File: src/rtl/bcd2bin.sv
// Three-digit BCD to binary converter: one digit per cycle, accumulator = acc*10 + digit.
// Compile option BCD2BIN_SATURATE_EN: an overflowed result saturates to all ones instead of wrapping.
module bcd2bin #(
    parameter int BITS = 8
) (
    input  logic            clk,
    input  logic            rst,
    input  logic            start,
    input  logic [3:0]      din0,
    input  logic [3:0]      din1,
    input  logic [3:0]      din2,
    output logic [BITS-1:0] bin,
    output logic            ready,
    output logic            hiba
);

    localparam int AW = BITS + 4;

    typedef enum logic [1:0] {
        IDLE = 2'd0,
        CONV = 2'd1,
        DONE = 2'd2
    } state_t;

    state_t          state, state_next;
    logic [3:0]      dig2, dig1, dig0;
    logic [AW-1:0]   acc, acc_next;
    logic [1:0]      cnt;
    logic [3:0]      cur_digit;
    logic            bad_digit;
    logic            overflow;
    logic [BITS-1:0] res_bin;
    logic            res_hiba;

    // NOTE: sequential state uses non-blocking assignments so every register samples pre-edge values.
    always_ff @(posedge clk) begin
        if (rst) state <= IDLE;
        else     state <= state_next;
    end

    // NOTE: every always_comb output gets a default first, so no path leaves it unassigned (no latch).
    always_comb begin
        state_next = state;
        unique case (state)
            IDLE:    if (start) state_next = CONV;
            CONV:    if (cnt == 2'd2) state_next = DONE;
            DONE:    state_next = IDLE;
            default: state_next = IDLE;
        endcase
    end

    // Hundreds first, then tens, then ones; x10 built from two shifts.
    always_comb begin
        cur_digit = dig0;
        unique case (cnt)
            2'd0:    cur_digit = dig2;
            2'd1:    cur_digit = dig1;
            default: cur_digit = dig0;
        endcase
        acc_next  = (acc << 3) + (acc << 1) + AW'(cur_digit);
        bad_digit = (dig2 > 4'd9) || (dig1 > 4'd9) || (dig0 > 4'd9);
        overflow  = |acc_next[AW-1:BITS];
    end

    // An invalid digit wins over overflow in both builds.
    always_comb begin
        res_bin  = acc_next[BITS-1:0];
        res_hiba = 1'b0;
        if (bad_digit) begin
            res_bin  = '0;
            res_hiba = 1'b1;
        end else if (overflow) begin
            res_hiba = 1'b1;
`ifdef BCD2BIN_SATURATE_EN
            res_bin  = '1;
`else
            res_bin  = acc_next[BITS-1:0];
`endif
        end
    end

    // NOTE: the digit latches are only a few flops, so they are reset along with everything else.
    always_ff @(posedge clk) begin
        if (rst) begin
            dig2 <= '0;
            dig1 <= '0;
            dig0 <= '0;
            acc  <= '0;
            cnt  <= '0;
            bin  <= '0;
            hiba <= 1'b0;
        end else begin
            unique case (state)
                IDLE: begin
                    if (start) begin
                        dig2 <= din2;
                        dig1 <= din1;
                        dig0 <= din0;
                        acc  <= '0;
                        cnt  <= '0;
                    end
                end
                CONV: begin
                    acc <= acc_next;
                    cnt <= cnt + 2'd1;
                    if (cnt == 2'd2) begin
                        bin  <= res_bin;
                        hiba <= res_hiba;
                    end
                end
                default: ;
            endcase
        end
    end

    assign ready = (state == DONE);

endmodule

File: config.mk
export PLATFORM = sky130hd
export DESIGN_NAME = bcd2bin
export DESIGN_NICKNAME = d
export VERILOG_FILES = /design/src/rtl/bcd2bin.sv
export SDC_FILE = /design/constraint.sdc
export NUM_CORES = 1
export LEC_CHECK = 0
export ABC_AREA = 1
export ABC_CLOCK_PERIOD_IN_PS = 3300
export BUFFER_PORTS_ARGS = -buffer_cell sky130_fd_sc_hd__buf_2
export CAP_MARGIN = 20
export CORE_MARGIN = 5
export CORE_UTILIZATION = 58
export DETAILED_ROUTE_END_ITERATION = 10
export GPL_ROUTABILITY_DRIVEN = 0
export GPL_TIMING_DRIVEN = 0
export PLACE_DENSITY = 0.81
export SLEW_MARGIN = 30
export SYNTH_ARGS = -nofsm -noshare
export SYNTH_HDL_FRONTEND = slang
export SYNTH_SLANG_ARGS = --single-unit
export TNS_END_PERCENT = 10
File: constraint.sdc
create_clock -name clk -period 3.3 [get_ports clk]
set_clock_uncertainty 0.15 [all_clocks]
set_input_delay 0.33 -clock clk [delete_from_list [all_inputs] [get_ports clk]]
set_output_delay 0.33 -clock clk [all_outputs]
set_load 0.02 [all_outputs]
==> impl_results.md <==
- Status: complete, no violations
- First-pass GRT wire length: 7860 um
- Drt pass-1 iters: 4
- Number of diodes: 0
- Total wire length: 4540 um
- Synth-to-Final Area Change: 12.9%
- Seq/Total Area, Yosys: 33.7%
- Die X: 70.7 um
- TritonCTS clock tree: yes
- Die Span Y: 70.7 um
- Peak VDD IR: 0.396 mV
- Vias in the first global route: 1814
- Cell repeated most along the worst path: nand2_1
- Clk slew on worst S/H paths: 70 ps
- Total core area: 0.00361 mm^2
- Post-synth top area share: 33.7%
- I/O Buffers: 24
- Largest net degree at the start of global routing: 11
- Clock Sinks: 36
- Cell count after synthesis: 303
- Reg area: 721 um^2
- Least-Margin Pin Slew: 489 ps
- Yosys warns: 0
- Relative max-transition margin: 67.4%
- # DRC: 0
- Drt wl/cell: 11.8 um
- Hold crit path type: input pin to flop
- Worst slack, placed: 116 ps
- Critical Path Slowest Stage Cell: fa_1
- CP Max Fanout: 5
- Final Hold Viols: 0
- # rows: 22
- Max Cap Viol: 0
- GR Overflow Total: 0
- Design area: 0.00241 mm^2
- Starting density of the core: 59.2%
- Initial antenna violation count: 0
- Drt initial violations: 96
- Period minus WS final: 3120 ps
- Maximum clock frequency: 321 MHz
- Final setup fails: 0
- Critical path required time: 3330 ps
- ANT nets after route: 0
- Slew Limit Fails: 0
- Skew-Pair Late Insertion Delay: 290 ps
- Max stage delay on crit path: 590 ps
- Cts bufs inserted: 5
- IO Count: 25
- CTS Hold Bufs: 0
- Post-synth cell types: 29
- H-tree depth: 2
- Power per cell area: 380 mW/mm^2
- Via count of the routed design: 1956
- Area of placed instances: 0.00232 mm^2
- Final setup TNS: 0 ps
- Setup slack after layout: 180 ps
- # fillers: 331
- Syn_nets: 341
- Biggest area consumer among synthesized cells: dfxtp_1
- Total track usage: 19.4%
- CTS root buf: clkbuf_8
- Top cells by area, synth: dfxtp_1 34%, nand2_1 16%, ha_1 12%
- Leakage power: 1.21 nW
- Commonest non-fill, non-tap cell in the layout: nand2_1
- Mapped Avg Cell Area: 7.05 um^2
- Die Area: 0.00500 mm^2
- RSZ-0062 raised after global routing: no
- Critical Path End Type: flop
- Cell area after synthesis: 0.00214 mm^2
- Worst Setup Start Kind: flop
- Final core utilization: 66.9%
- Vias per inst: 5.11
- Final #Nets: 373
- Yosys reg bits: 36
- Most frequent cells in the layout: 90 x nand2_1, 36 x dfxtp_1, 33 x nor2_1
- Crit path arrival time: 3150 ps
- HPWL Detailed: 3510 um
- CP Cell Sequence: inv_1 > ha_1 > nor2_1 > a21oi_2 > fa_1 > buf_4 > inv_1 > ha_1 > nand2_1 > nor2_2 > nand2_1 > nand3_2 > nand2_1 > nand3_1 > nand3_1 > nor2_2 > nor2_1
- Worst-case clock buffer depth: 2
- Layout cells sized above 1: 15.8%
- Final worst-path cycle share: 94.5%
- Area of the multi-input gates: 0.00126 mm^2
- Worst setup path class: flop to flop
-- cell type report --
type | count | share of cell area [%]
multi-input combinational | 226 | 52.1
sequential | 36 | 29.9
inverter | 34 | 5.39
timing repair buffer | 25 | 5.29
clock buffer | 6 | 3.01
tap | 48 | 2.49
buffer | 7 | 1.61
clock inverter | 1 | 0.207
-- per-stage QoR --
stage          total power, mW  hold WS [ps]  instances
5_1_grt                  0.968           113        383
2_1_floorplan            0.586           249        303
3_3_place_gp             0.624           301        375
6_report                 0.918           113        383
3_5_place_dp             0.626           306        375
4_1_cts                  0.911           117        382
-- report_power, final --
part	total (mW)	internal (mW)	switching, mW	leakage [nW]
Combinational	0.156	0.0604	0.0954	0.873
Clock	0.291	0.143	0.148	0.0410
Sequential	0.471	0.455	0.0155	0.294
Total	0.918	0.659	0.259	1.21
-- state kept, by name, indices dropped and copies added, names as in the netlist --
signal  count
dig1        4
cnt         2
state       2
bin         8
acc        11
dig2        4
dig0        4
hiba        1
-- worst max-delay path, delay by kind of cell (launching register included) --
family | cells | cell delay (ps)
fa+ha+maj | 3 | 1110
compound gates | 1 | 110
flops | 1 | 360
simple gates | 10 | 1030
buf+inv | 3 | 240
-- worst paths after layout --
path / slack [ps] / cells after the start / to / from
max: 180 / 17 / hiba / cnt[1]
min: 110 / 3 / dig2[3] / din2[3]
max reg2reg: 180 / 17 / hiba / cnt[1]
min reg2reg: 320 / 2 / bin[3] / bin[3]
-- Yosys cell counts --
cell      count
a211oi_1      1
a21oi_1      25
a21oi_2       1
a22o_1        1
buf_2         1
buf_4         1
buf_6         1
clkbuf_1      4
dfxtp_1      36
fa_1          2
ha_1         21
inv_1        32
inv_2         1
inv_4         1
nand2_1      90
nand2_2       2
nand3_1      18
nand3_2       3
nand3b_1      1
nand4_1       1
nor2_1       34
nor2_2        1
nor2_4        3
nor2_8        1
o21ai_0      16
or2_2         1
or2_4         1
xnor2_1       1
xor2_1        2
-- layer usage --
metal	wire length (um)	GRT usage, %	vias to the layer above
met3	195	4.83	12
met2	2230	33.3	36
met1	2010	23.3	877
met5	0	0	-
met4	105	7.72	0
li1	-	-	1031
-- logic make-up (layout without fill, tap and decap cells) --
logic type | Yosys count | after routing | share of synthesized area, %
fa+ha+maj | 23 | 23 | 14.2
flops | 36 | 36 | 33.7
simple gates | 156 | 156 | 32.2
compound gates | 44 | 44 | 10.8
buf+inv | 41 | 73 | 7.91
xor+xnor | 3 | 3 | 1.23
-- timing repair --
item	CTS	global route
hold endpoints to repair	0	0
gates resized for setup	0	4
buffers inserted	0	1
setup endpoints to repair	0	1
(Power assumes the default switching activity.)
